==> src/rtl/cmd_ack_encoder.sv <==
// cmd_ack_encoder: serialises command acknowledges into fixed 60-byte Ethernet frames on an 8-bit AXI-Stream master
module cmd_ack_encoder #(
  parameter logic [47:0] HOST_MAC_ADDR = 48'h985aebdb066f,
  parameter logic [47:0] FPGA_MAC_ADDR = 48'h5a0102030405,
  parameter logic [15:0] ETH_LEN       = 16'h0022,
  parameter int          IFG_CYCLES    = 12
) (
  input  logic        gtx_clk_bufg,
  input  logic        gtx_resetn,
  input  logic        req_valid,
  output logic        req_ready,
  input  logic [31:0] req_cmd_tag,
  input  logic [31:0] req_cmd_id,
  input  logic [31:0] req_status,
  input  logic [63:0] req_data,
  output logic [7:0]  tx_axis_tdata,
  output logic        tx_axis_tvalid,
  output logic        tx_axis_tlast,
  input  logic        tx_axis_tready,
  output logic [7:0]  seq_num,
  output logic        busy
);
  typedef enum logic [1:0] {IDLE, SEND, GAP} state_t;
  state_t      state, state_d;
  logic [5:0]  cnt, cnt_d;
  logic [7:0]  gap, gap_d, seq_d, byte_d;
  logic [31:0] tag, id, status, id_sw, status_sw;
  logic [63:0] data, data_sw;
  logic [287:0] hdr, hdr_sh;
  logic        beat, take;
  assign beat = tx_axis_tvalid & tx_axis_tready;
  assign take = req_valid & req_ready;
  assign id_sw = {<<8{id}};
  assign status_sw = {<<8{status}};
  assign data_sw = {<<8{data}};
  assign hdr = {HOST_MAC_ADDR, FPGA_MAC_ADDR, ETH_LEN, seq_num, 8'h00, tag, id_sw, status_sw, data_sw};
  // shifting past the 36 header bytes leaves zeros, which is exactly the pad
  assign hdr_sh = hdr << {cnt_d, 3'b000};
  assign byte_d = hdr_sh[287:280];
  always_comb begin
    state_d = state;
    cnt_d = cnt;
    gap_d = gap;
    seq_d = seq_num;
    case (state)
      IDLE: if (take) begin
        state_d = SEND;
        cnt_d = '0;
      end
      SEND: if (beat) begin
        if (cnt == 6'd59) begin
          seq_d = seq_num + 8'd1;
          gap_d = '0;
          state_d = (IFG_CYCLES == 0) ? IDLE : GAP;
        end else cnt_d = cnt + 6'd1;
      end
      GAP: begin
        gap_d = gap + 8'd1;
        state_d = (gap == 8'(IFG_CYCLES - 1)) ? IDLE : GAP;
      end
      default: state_d = IDLE;
    endcase
  end
  always_ff @(posedge gtx_clk_bufg or negedge gtx_resetn) begin
    if (!gtx_resetn) begin
      state <= IDLE;
      cnt <= '0;
      gap <= '0;
      seq_num <= '0;
      tag <= '0;
      id <= '0;
      status <= '0;
      data <= '0;
      req_ready <= 1'b0;
      busy <= 1'b0;
      tx_axis_tvalid <= 1'b0;
      tx_axis_tlast <= 1'b0;
      tx_axis_tdata <= 8'h00;
    end else begin
      state <= state_d;
      cnt <= cnt_d;
      gap <= gap_d;
      seq_num <= seq_d;
      if (take) begin
        tag <= req_cmd_tag;
        id <= req_cmd_id;
        status <= req_status;
        data <= req_data;
      end
      req_ready <= state_d == IDLE;
      busy <= state_d != IDLE;
      tx_axis_tvalid <= state_d == SEND;
      tx_axis_tlast <= (state_d == SEND) && (cnt_d == 6'd59);
      tx_axis_tdata <= (state_d == SEND) ? byte_d : 8'h00;
    end
  end
endmodule

==> config.mk <==
export PLATFORM = sky130hd
export DESIGN_NAME = cmd_ack_encoder
export DESIGN_NICKNAME = d
export VERILOG_FILES = /design/src/rtl/cmd_ack_encoder.sv
export SDC_FILE = /design/constraint.sdc
export NUM_CORES = 1
export LEC_CHECK = 0
export BUFFER_PORTS_ARGS = -buffer_cell sky130_fd_sc_hd__buf_4
export CELL_PAD_IN_SITES_DETAIL_PLACEMENT = 0
export CELL_PAD_IN_SITES_GLOBAL_PLACEMENT = 2
export CORE_MARGIN = 2
export CORE_UTILIZATION = 34
export CTS_BUF_LIST = sky130_fd_sc_hd__clkbuf_8
export DETAILED_ROUTE_END_ITERATION = 8
export PLACE_DENSITY_LB_ADDON = 0.25
export SLEW_MARGIN = 25
export SYNTH_ARGS = -nofsm -noshare
export SYNTH_HDL_FRONTEND = slang
export SYNTH_SLANG_ARGS = --single-unit
==> constraint.sdc <==
create_clock -name gtx_clk_bufg -period 2.9 [get_ports gtx_clk_bufg]
set_input_delay 0.29 -clock gtx_clk_bufg [delete_from_list [all_inputs] [get_ports gtx_clk_bufg]]
set_output_delay 0.29 -clock gtx_clk_bufg [all_outputs]
set_load 0.005 [all_outputs]
==> results.py, run 1 <==
metrics = {
    "floorplanning": {
        "core_area_um2": 27000,
        "dieHeight_um": 169,
        "ioPinCount": 184,
        "initial_core_util": 0.345,
        "die_w_um": 169,
        "dieArea_um2": 28700,
        "fp-row-count": 60,
    },
    "sta": {
        "period_share": 0.951,
        "setup_slack_ns": 0.143,
        "drv_slew": 0,
        "fmaxAchievable_mhz": 363,
        "relSlewSlack": 0.549,
        "final-setup-viol-count": 0,
        "finClkSkew_ns": 0.0203,
        "hold_violations": 0,
        "layout_min_cycle_time_ns": 2.76,
        "finalSetupTns_ns": 0,
        "worstMarginPinSlew_ns": 0.676,
        "holdWs_ns": 0.0392,
    },
    "route": {
        "ant_nets": 0,
        "drt_pass1_iterations": 5,
        "routedWlPerCell_um": 20.3,
        "drtIter0Drc": 472,
        "wl_mm": 26.5,
        "drc_errors": 0,
        "vias_per_cell": 5.08,
        "vias": 6613,
    },
    "setup_path": {
        "start_kind": "flop",
        "cp_max_fo": 11,
        "arrival_ns": 3.08,
        "crit_path_frequent_cell": "buf_4",
        "reg2reg_to": "tx_axis_tdata[2]",
        "end_kind": "flop",
        "critPathKind": "flop to flop",
        "worst_path_largest_cell_delay_ns": 0.40,
        "slowest_stage": "dfrtp_1",
        "cp.required_ns": 3.23,
        "reg2reg_depth": 12,
        "cp_num_buf_inv": 4,
        "cpLargestDelayFamily": "compound AO/OA/AOI/OAI gates",
        "worstReg2RegStart": "cnt[2]",
        "startpoint": "cnt[2]",
        "cp_cell_sequence": "buf_4, and4b_1, a21oi_2, o211ai_4, buf_12, buf_4, mux2i_1, buf_4, mux2i_1, a221oi_1, a221o_1, a21oi_1",
        "reg2reg_slack_ns": 0.14,
    },
    "synthesis": {
        "syn_area_per_cell_um2": 12.6,
        "postSynth.asyncResetShare": 1.00,
        "syn_area_um2": 9310,
        "yosysWarningCount": 0,
        "synth_edf_count": 0,
        "ys_ff_latch": 196,
        "syn_nets": 910,
        "ys.flop_type": "dfrtp_1",
        "synth-seq-area-share": 0.527,
        "synth.distinct_cells": 57,
        "synthCells": 736,
    },
    "final_layout": {
        "nets": 1123,
        "multi_input_area_um2": 4200,
        "final_cells": 1303,
        "final_util": 0.443,
        "final_area_um2": 11900,
        "regArea_um2": 4900,
        "area_delta_synth_final_pct": 28.1,
        "n_fill_cell": 2545,
        "drive_above_1_share": 0.482,
    },
    "clock_tree": {
        "path_clk_slew_ns": 0.12,
        "cts_made_buffers": 17,
        "clk_latency_ns": 0.47,
        "tritoncts": "done",
        "cts_root_buf": "clkbuf_8",
        "clock_path_buffers": 2,
        "ctsHtreeMaxLevel": 4,
        "clock-sinks": 196,
    },
    "worst_hold_path": {
        "holdPathStages": 2,
        "min_from": "req_cmd_id[15]",
        "worstHoldEndpoint": "id[15]",
        "hold_class": "input port to flop",
    },
    "pwr": {
        "total_power_mw": 12.0,
        "irDropWorstVdd_uv": 391,
        "powerDensity_nw_per_um2": 1000,
        "p_leak_nw": 5.34,
    },
    "placement": {
        "hpwl_mm": 19.1,
        "routabilityCongestion": 0.875,
        "post_dp_cell_area_um2": 11300,
        "pre_cts_ws_ns": 0.00180,
        "io_buffers": 183,
        "place_inst": 1259,
    },
    "global_routing": {
        "grt_antenna_before_repair": 1,
        "grt_pass1_wl_mm": 39.8,
        "grt-ovfl-total": 0,
        "grt_start_max_net_pins": 79,
        "grt_use_total": 0.184,
        "grt_pass1_vias": 6740,
    },
    "run": {
        "cap_violations": 0,
    },
    "status": {
        "status": "finished, final reports clean",
    },
}
[repair_timing]
item	in CTS	in global routing
hold endpoints to repair	73	2
hold buffers	1	2
setup endpoints to repair	1	6
pin swaps	0	3
cloned	0	2
buffers inserted	0	7
resized for setup	2	8
[where the power goes]
part,total (mW),leakage (nW),switching (mW),internal [mW]
Clock,1.76,0.197,1.10,0.662
Combinational,5.55,2.82,2.63,2.93
Sequential,4.65,2.33,0.682,3.97
Total,12.0,5.34,4.41,7.55
[placed cells by master (no fill, tap or decap), types with 3 or more instances in the layout]
cell type      synthesis  final
a211oi_1               6      6
a21oi_1               15     15
a221oi_1               4      4
a311oi_1               9      7
and2_1                 7      7
and3_1                 9      9
buf_12                 0     10
buf_4                  4    221
clkbuf_8               0     19
clkinv_4               0      5
dfrtp_1              196    196
dlygate4sd3_1          0      3
ha_1                  10      9
inv_1                  9      8
inv_8                  0      4
mux2_2               172    172
mux2i_1               40     40
mux4_2                 9      9
nand2_1               73     72
nand3_1               19     19
nand4_1                7      7
nor2_1                11     11
nor3_1                 8      8
o2111ai_1              8      8
o211ai_1               6      6
o21ai_0               26     22
o21ai_1                0      4
xnor2_1               10     10
[layer usage]
layer | global-route usage | up-vias | part of all wire | routed length (µm)
li1 | - | 3118 | - | -
met1 | 0.281 | 3275 | 0.50 | 13300
met2 | 0.266 | 196 | 0.44 | 11600
met3 | 0.0308 | 24 | 0.041 | 1080
met4 | 0.0557 | 0 | 0.020 | 533
met5 | 0 | - | 0 | 0
[synth_stat cells, types with 2 or more instances]
cell type,number,area share
nand4b_1,2,0.0019
buf_2,14,0.0075
o21a_1,2,0.0016
or2_2,2,0.0013
nand3_1,19,0.010
ha_1,10,0.013
buf_1,10,0.0040
and2_1,7,0.0047
clkbuf_1,15,0.0060
mux2_2,172,0.21
a221oi_1,4,0.0038
a311oi_1,9,0.0085
inv_1,9,0.0036
nand4_1,7,0.0047
and3_1,9,0.0060
xnor2_1,10,0.0094
nor2_1,11,0.0044
o21ai_0,26,0.014
mux2i_1,40,0.043
o2111ai_1,8,0.0075
a211oi_1,6,0.0048
nand2_1,73,0.029
o221ai_1,2,0.0019
o211ai_1,6,0.0048
nor3_1,8,0.0043
a21oi_1,15,0.0081
buf_4,4,0.0032
nor2b_1,2,0.0013
nor4_1,2,0.0013
dfrtp_1,196,0.53
mux4_2,9,0.022
and4b_1,2,0.0022
[registers in the layout, summed over array words and instances, names as in the netlist]
signal,flops
tx_axis_tdata,8
req_ready,1
data,64
cnt,6
seq_num,8
id,32
busy,1
gap,8
tag,32
state,2
tx_axis_tvalid,1
status,32
tx_axis_tlast,1
[cells by family (layout without fill, tap and decap cells)]
kind of cell	after synthesis	in the layout	synth area share
multiplexers	222	222	0.274
adder cells (fa/ha/maj)	10	10	0.0134
AND/OR/NAND/NOR	149	149	0.0769
flip-flops	196	196	0.527
XOR/XNOR	11	11	0.0103
buffers and inverters	55	280	0.0265
AO/OA/AOI/OAI	93	93	0.0715
other	0	1	0
[area by class of cell]
cell class | count | area share
Sequential cell | 196 | 0.411
Clock inverter | 13 | 0.0116
Tap cell | 341 | 0.0358
Multi-Input combinational cell | 485 | 0.352
Clock buffer | 18 | 0.0208
Inverter | 11 | 0.00378
Timing Repair Buffer | 238 | 0.165
Antenna cell | 1 | 0.000210
[how the worst max path moves through the flow]
stage,endpoint,slack (ns),depth (start not counted)
floorplan,tx_axis_tdata[6],0.11,12
global placement,tx_axis_tdata[7],0.08,10
detailed placement,tx_axis_tdata[5],0.002,10
CTS,tx_axis_tdata[7],0.06,10
global route,tx_axis_tdata[4],-0.006,11
finish,tx_axis_tdata[2],0.14,12
Note: power is estimated with default switching activity, not from simulation.
==> inputs of run 2 (changes only) <==
--- a/config.mk
+++ b/config.mk
@@ -8,11 +8,13 @@
 export BUFFER_PORTS_ARGS = -buffer_cell sky130_fd_sc_hd__buf_4
 export CELL_PAD_IN_SITES_DETAIL_PLACEMENT = 0
 export CELL_PAD_IN_SITES_GLOBAL_PLACEMENT = 2
-export CORE_MARGIN = 2
+export CORE_MARGIN = 1
 export CORE_UTILIZATION = 34
 export CTS_BUF_LIST = sky130_fd_sc_hd__clkbuf_8
 export DETAILED_ROUTE_END_ITERATION = 8
+export MAX_ROUTING_LAYER = met4
 export PLACE_DENSITY_LB_ADDON = 0.25
+export SETUP_SLACK_MARGIN = 0.5
 export SLEW_MARGIN = 25
 export SYNTH_ARGS = -nofsm -noshare
 export SYNTH_HDL_FRONTEND = slang
==> run 2 against run 1 <==
Routed wire length grew 1.7%. Highest routed layer unchanged. Clock skew grew 0.0013 ns. Worst setup slack gained 0.13 ns. Register-to-register slack gained 0.13 ns. Power grew 4.8%. Worst hold slack lost 0.017 ns. First-iteration DRC count shrank 30%. Count of clock-buffer cells in the layout shrank 1. Critical path type unchanged. Critical endpoint is now tx_axis_tdata[6]. Largest cell class unchanged. Die area shrank 2.3%.
==> results.py, run 2 (synthesized netlist as in run 1, its figures left out) <==
metrics = {
    "floorplanning": {
        "core_area_um2": 26900,
        "dieHeight_um": 167,
        "dieArea_um2": 28000,
        "initial_core_util": 0.346,
        "fp-row-count": 60,
        "die_w_um": 167,
        "ioPinCount": 184,
    },
    "route": {
        "ant_nets": 0,
        "m1WireLength_mm": 12.4,
        "drt_pass1_iterations": 5,
        "routedWlPerCell_um": 20.3,
        "drc_errors": 0,
        "wl_met3_mm": 1.34,
        "highest_layer": "met4",
        "wl_mm": 26.9,
        "vias_per_cell": 5.07,
        "drtIter0Drc": 329,
        "vias": 6701,
        "wl_met2_mm": 12.7,
    },
    "clock_tree": {
        "ctsHtreeMaxLevel": 4,
        "cts_root_buf": "clkbuf_8",
        "clock-sinks": 196,
        "clk_latency_ns": 0.49,
        "cts_made_buffers": 17,
        "clock_path_buffers": 2,
        "tritoncts": "done",
        "path_clk_slew_ns": 0.12,
    },
    "sta": {
        "finalSetupTns_ns": 0,
        "drv_slew": 0,
        "fmaxAchievable_mhz": 381,
        "worstMarginPinSlew_ns": 0.618,
        "relSlewSlack": 0.586,
        "rsz0062_at_grt": "yes",
        "period_share": 0.905,
        "setup_slack_ns": 0.275,
        "hold_violations": 0,
        "layout_min_cycle_time_ns": 2.62,
        "finClkSkew_ns": 0.0216,
        "final-setup-viol-count": 0,
    },
    "pwr": {
        "pwr-share-comb": 0.485,
        "p_leak_nw": 5.48,
        "internal-power_mw": 7.85,
        "pwr-share-seq": 0.371,
        "swShare": 0.374,
        "pwr-share-clk": 0.144,
        "powerDensity_nw_per_um2": 1020,
        "irDropWorstVdd_uv": 447,
        "p_sw_mw": 4.69,
    },
    "setup_path": {
        "reg2reg_depth": 10,
        "worstReg2RegStart": "cnt[0]",
        "arrival_ns": 3.01,
        "reg2reg_slack_ns": 0.28,
        "cp_max_fo": 11,
        "cp.required_ns": 3.29,
        "setup.worst_path.end": "tx_axis_tdata[6]",
        "start_kind": "flop",
        "end_kind": "flop",
        "critPathKind": "flop to flop",
        "reg2reg_to": "tx_axis_tdata[6]",
        "startpoint": "cnt[0]",
    },
    "global_routing": {
        "grt_antenna_before_repair": 0,
        "grt_start_max_net_pins": 77,
        "grt_pass1_vias": 7092,
        "grt-ovfl-total": 0,
        "grt_pass1_wl_mm": 42.1,
        "grt_use_total": 0.203,
    },
    "placement": {
        "routabilityCongestion": 0.831,
        "post_dp_cell_area_um2": 11300,
        "io_buffers": 183,
        "pre_cts_ws_ns": 0.107,
        "hpwl_mm": 18.6,
    },
    "final_layout": {
        "final_cell_mix": "226 x buf_4, 194 x dfrtp_1, 172 x mux2_2",
        "largest_register_ffs": 64,
        "area_delta_synth_final_pct": 32.6,
        "regMostFlops": "data",
        "final_area_um2": 12300,
        "antenna_cells": 0,
        "drive_above_1_share": 0.527,
        "final_common_cell": "buf_4",
        "nets": 1143,
    },
    "worst_hold_path": {
        "hold_class": "input port to flop",
        "holdPathStages": 2,
    },
    "status": {
        "status": "finished, final reports clean",
    },
    "run": {
        "cap_violations": 0,
    },
}
==> run 2: cell types whose count changed in the layout (fill, tap and decap cells not counted), moves of 4 or more <==
cell	delta
a311oi_1	-4
a311oi_2	+4
buf_4	+5
buf_6	+10
dlygate4sd3_1	+5
o21ai_0	-6
o21ai_2	+5
==> run 2: final cells by class <==
| cell class | instances | area (µm²) |
|---|---|---|
| fillers | 2538 | 14500 |
| well taps | 341 | 427 |
| clock inverters | 15 | 160 |
| inverters | 11 | 42.5 |
| multi-input cells | 485 | 4410 |
| repair buffers | 258 | 2160 |
| clock buffers | 17 | 234 |
| flip-flops and latches | 196 | 4910 |
==> run 2: worst min path at each step <==
| stage | start | endpoint | slack [ns] |
|---|---|---|---|
| after floorplan | gtx_resetn | busy | -0.006 |
| after global placement | gtx_resetn | gap[3] | 0.32 |
| after detailed placement | gtx_resetn | gap[2] | 0.32 |
| after CTS | req_status[31] | status[31] | 0.0006 |
| after global routing | req_cmd_id[4] | id[4] | 0.002 |
| final | req_cmd_id[8] | id[8] | 0.02 |
==> run 2: metrics by stage <==
step	util	cells	hold slack [ns]	power [mW]
2_1_floorplan	-	736	-0.00559	8.08
3_3_place_gp	0.421	1252	0.316	9.80
3_5_place_dp	0.421	1252	0.323	9.86
4_1_cts	0.450	1313	0.000617	12.2
5_1_grt	0.459	1323	0.00217	13.4
6_report	0.459	1323	0.0225	12.5
==> run 2: power groups by stage <==
stage | Combinational [mW] | Clock (mW) | Sequential, mW
2_1_floorplan | 3.65 | 0 | 4.44
3_3_place_gp | 5.12 | 0 | 4.68
3_5_place_dp | 5.16 | 0 | 4.70
4_1_cts | 5.69 | 1.86 | 4.65
5_1_grt | 6.59 | 1.97 | 4.82
6_report | 6.08 | 1.81 | 4.65
==> run 2: per-layer routing <==
layer | up-vias | global-route usage
met5 | - | -
li1 | 3157 | -
met1 | 3377 | 0.275
met3 | 22 | 0.0418
met2 | 145 | 0.311
met4 | 0 | 0.0511
==> run 2: critical path, stage by stage, from the launching register on <==
cell	delay, ns
dfrtp_1	0.38
ha_2	0.19
nand4b_1	0.16
o21ai_2	0.19
mux2_4	0.35
buf_12	0.16
buf_4	0.18
mux4_2	0.48
a21oi_2	0.20
nor3_2	0.08
and3_1	0.16
==> run 2: repair_timing <==
action | in CTS | in global routing
endpoints found under the setup margin | 8 | 10
resized for setup | 30 | 41
hold buffers | 6 | 2
cloned | 2 | 1
endpoints found under the hold margin | 64 | 2
buffers inserted | 21 | 7
pin swaps | 11 | 16
==> inputs of run 3 (changes only) <==
--- a/config.mk
+++ b/config.mk
@@ -14,6 +14,7 @@
 export DETAILED_ROUTE_END_ITERATION = 8
 export MAX_ROUTING_LAYER = met4
 export PLACE_DENSITY_LB_ADDON = 0.25
+export RECOVER_POWER = 100
 export SETUP_SLACK_MARGIN = 0.5
 export SLEW_MARGIN = 25
 export SYNTH_ARGS = -nofsm -noshare
==> run 3 against run 2 <==
The run now ends with capacitance limit, slew limit left. Final cell count unchanged. Cell area shrank 0.59%. Combinational power down 0.7%. Sequential share of layout area rose by 0.23 points. Count of clock-buffer cells in the layout stayed put. Die area is the same. Global-route usage is the same. Maximum frequency decreased by 2.7%. Flip-flop and latch count is the same. Largest cell class unchanged.
==> results.py, run 3 (synthesized netlist as in run 1, its figures left out) <==
metrics = {
    "status": {
        "status": "finished with violations",
        "violations": "capacitance limit, slew limit",
    },
    "placement": {
        "post_dp_cell_area_um2": 11300,
        "io_buffers": 183,
        "routabilityCongestion": 0.831,
        "hpwl_mm": 18.6,
        "pre_cts_ws_ns": 0.107,
    },
    "route": {
        "wl_mm": 26.9,
        "ant_nets": 0,
        "drtIter0Drc": 349,
        "vias_per_cell": 5.06,
        "drt_pass1_iterations": 4,
        "vias": 6689,
        "routedWlPerCell_um": 20.3,
        "drc_errors": 0,
    },
    "clock_tree": {
        "tritoncts": "done",
        "clock_path_buffers": 2,
        "path_clk_slew_ns": 0.12,
        "ctsHtreeMaxLevel": 4,
        "clock-sinks": 196,
        "cts_made_buffers": 17,
        "cts_root_buf": "clkbuf_8",
        "clk_latency_ns": 0.49,
    },
    "final_layout": {
        "final_area_um2": 12300,
        "regMostFlops": "data",
        "final_common_cell": "buf_4",
        "area_delta_synth_final_pct": 31.8,
        "drive_above_1_share": 0.515,
        "antenna_cells": 0,
        "nets": 1143,
        "largest_register_ffs": 64,
        "final_cell_mix": "198 x buf_4, 195 x dfrtp_1, 172 x mux2_2",
    },
    "floorplanning": {
        "dieHeight_um": 167,
        "initial_core_util": 0.346,
        "die_w_um": 167,
        "dieArea_um2": 28000,
        "ioPinCount": 184,
        "fp-row-count": 60,
        "core_area_um2": 26900,
    },
    "pwr": {
        "total_power_mw": 12.5,
        "pwr-share-comb": 0.483,
        "pwr-share-clk": 0.145,
        "p_sw_mw": 4.68,
        "p_leak_nw": 5.43,
        "internal-power_mw": 7.82,
        "swShare": 0.375,
        "irDropWorstVdd_uv": 446,
        "powerDensity_nw_per_um2": 1020,
        "pwr-share-seq": 0.372,
    },
    "worst_hold_path": {
        "holdPathStages": 2,
        "hold_class": "input port to flop",
        "min_from": "req_cmd_id[8]",
        "worstHoldEndpoint": "id[8]",
    },
    "sta": {
        "hold_violations": 0,
        "finClkSkew_ns": 0.0207,
        "final-setup-viol-count": 0,
        "drv_slew": 61,
        "finalSetupTns_ns": 0,
        "layout_min_cycle_time_ns": 2.70,
        "period_share": 0.930,
        "setup_slack_ns": 0.203,
        "relSlewSlack": -0.176,
        "worstMarginPinSlew_ns": 1.76,
        "fmaxAchievable_mhz": 371,
        "rsz0062_at_grt": "yes",
    },
    "setup_path": {
        "reg2reg_slack_ns": 0.20,
        "reg2reg_depth": 10,
        "worstReg2RegStart": "cnt[0]",
        "arrival_ns": 3.08,
        "end_kind": "flop",
        "start_kind": "flop",
        "cp_max_fo": 11,
        "reg2reg_to": "tx_axis_tdata[6]",
        "critPathKind": "flop to flop",
        "cp.required_ns": 3.29,
    },
    "global_routing": {
        "grt_use_total": 0.203,
        "grt_start_max_net_pins": 77,
        "grt_pass1_vias": 7092,
        "grt-ovfl-total": 0,
        "grt_pass1_wl_mm": 42.1,
        "grt_antenna_before_repair": 0,
    },
    "run": {
        "cap_violations": 1,
    },
}
run 3: cell count changes in the layout (fill, tap and decap cells not counted), moves of 4 or more:
cell,delta
buf_4,-28
clkbuf_1,+6
clkbuf_2,+4
clkbuf_4,+18
run 3: layout make-up:
class                           count  area [µm²]
Inverter                           11        42.5
Fill cell                        2556       14600
Multi-Input combinational cell    485        4390
Sequential cell                   196        4910
Clock buffer                       17         234
Clock inverter                     15         160
Tap cell                          341         427
Timing Repair Buffer              258        2110
run 3: layer usage:
| layer | routed length [µm] | GRT usage |
|---|---|---|
| met1 | 12600 | 0.275 |
| met4 | 379 | 0.0511 |
| met5 | 0 | - |
| met3 | 1220 | 0.0418 |
| met2 | 12700 | 0.311 |
run 3: how the worst max path moves through the flow:
| stage | from | endpoint | slack [ns] | cells past startpoint |
|---|---|---|---|---|
| 2_1_floorplan | cnt[0] | tx_axis_tdata[1] | 0.43 | 10 |
| 3_3_place_gp | cnt[0] | tx_axis_tdata[6] | 0.1 | 10 |
| 3_5_place_dp | cnt[0] | tx_axis_tdata[6] | 0.11 | 10 |
| 4_1_cts | cnt[0] | tx_axis_tdata[2] | 0.27 | 10 |
| 5_1_grt | state[1] | tx_axis_tdata[2] | 0.08 | 10 |
| 6_report | cnt[0] | tx_axis_tdata[6] | 0.20 | 10 |
run 3: critical path: stages, from the launching register on:
cell and delay [ns]:
dfrtp_1 0.38, ha_1 0.19, nand4b_1 0.15, o21ai_0 0.27
mux2_4 0.36, buf_12 0.16, buf_4 0.18, mux4_2 0.48
a21oi_2 0.20, nor3_2 0.08, and3_1 0.15
run 3: what timing repair did:
item / CTS / global route
gates cloned: 2 / 1
endpoints found under the setup margin: 8 / 10
gates resized for setup: 30 / 41
pin swaps: 11 / 16
hold buffers: 6 / 2
hold endpoints to repair: 64 / 2
setup buffers: 21 / 7
run 3: power by group through the flow:
stage,logic [mW],registers [mW],clock network [mW]
global route,6.55,4.81,1.97
finish,6.04,4.65,1.81
detailed placement,5.16,4.70,0
CTS,5.69,4.65,1.86
floorplan,3.65,4.44,0
global placement,5.12,4.68,0
run 3: metrics by stage:
| stage | hold slack, ns | std cells | utilization |
|---|---|---|---|
| after floorplan | -0.00559 | 736 | - |
| after global placement | 0.316 | 1252 | 0.421 |
| after detailed placement | 0.323 | 1252 | 0.421 |
| after CTS | 0.000617 | 1313 | 0.450 |
| after global routing | 0.00216 | 1323 | 0.456 |
| final | 0.0252 | 1323 | 0.456 |
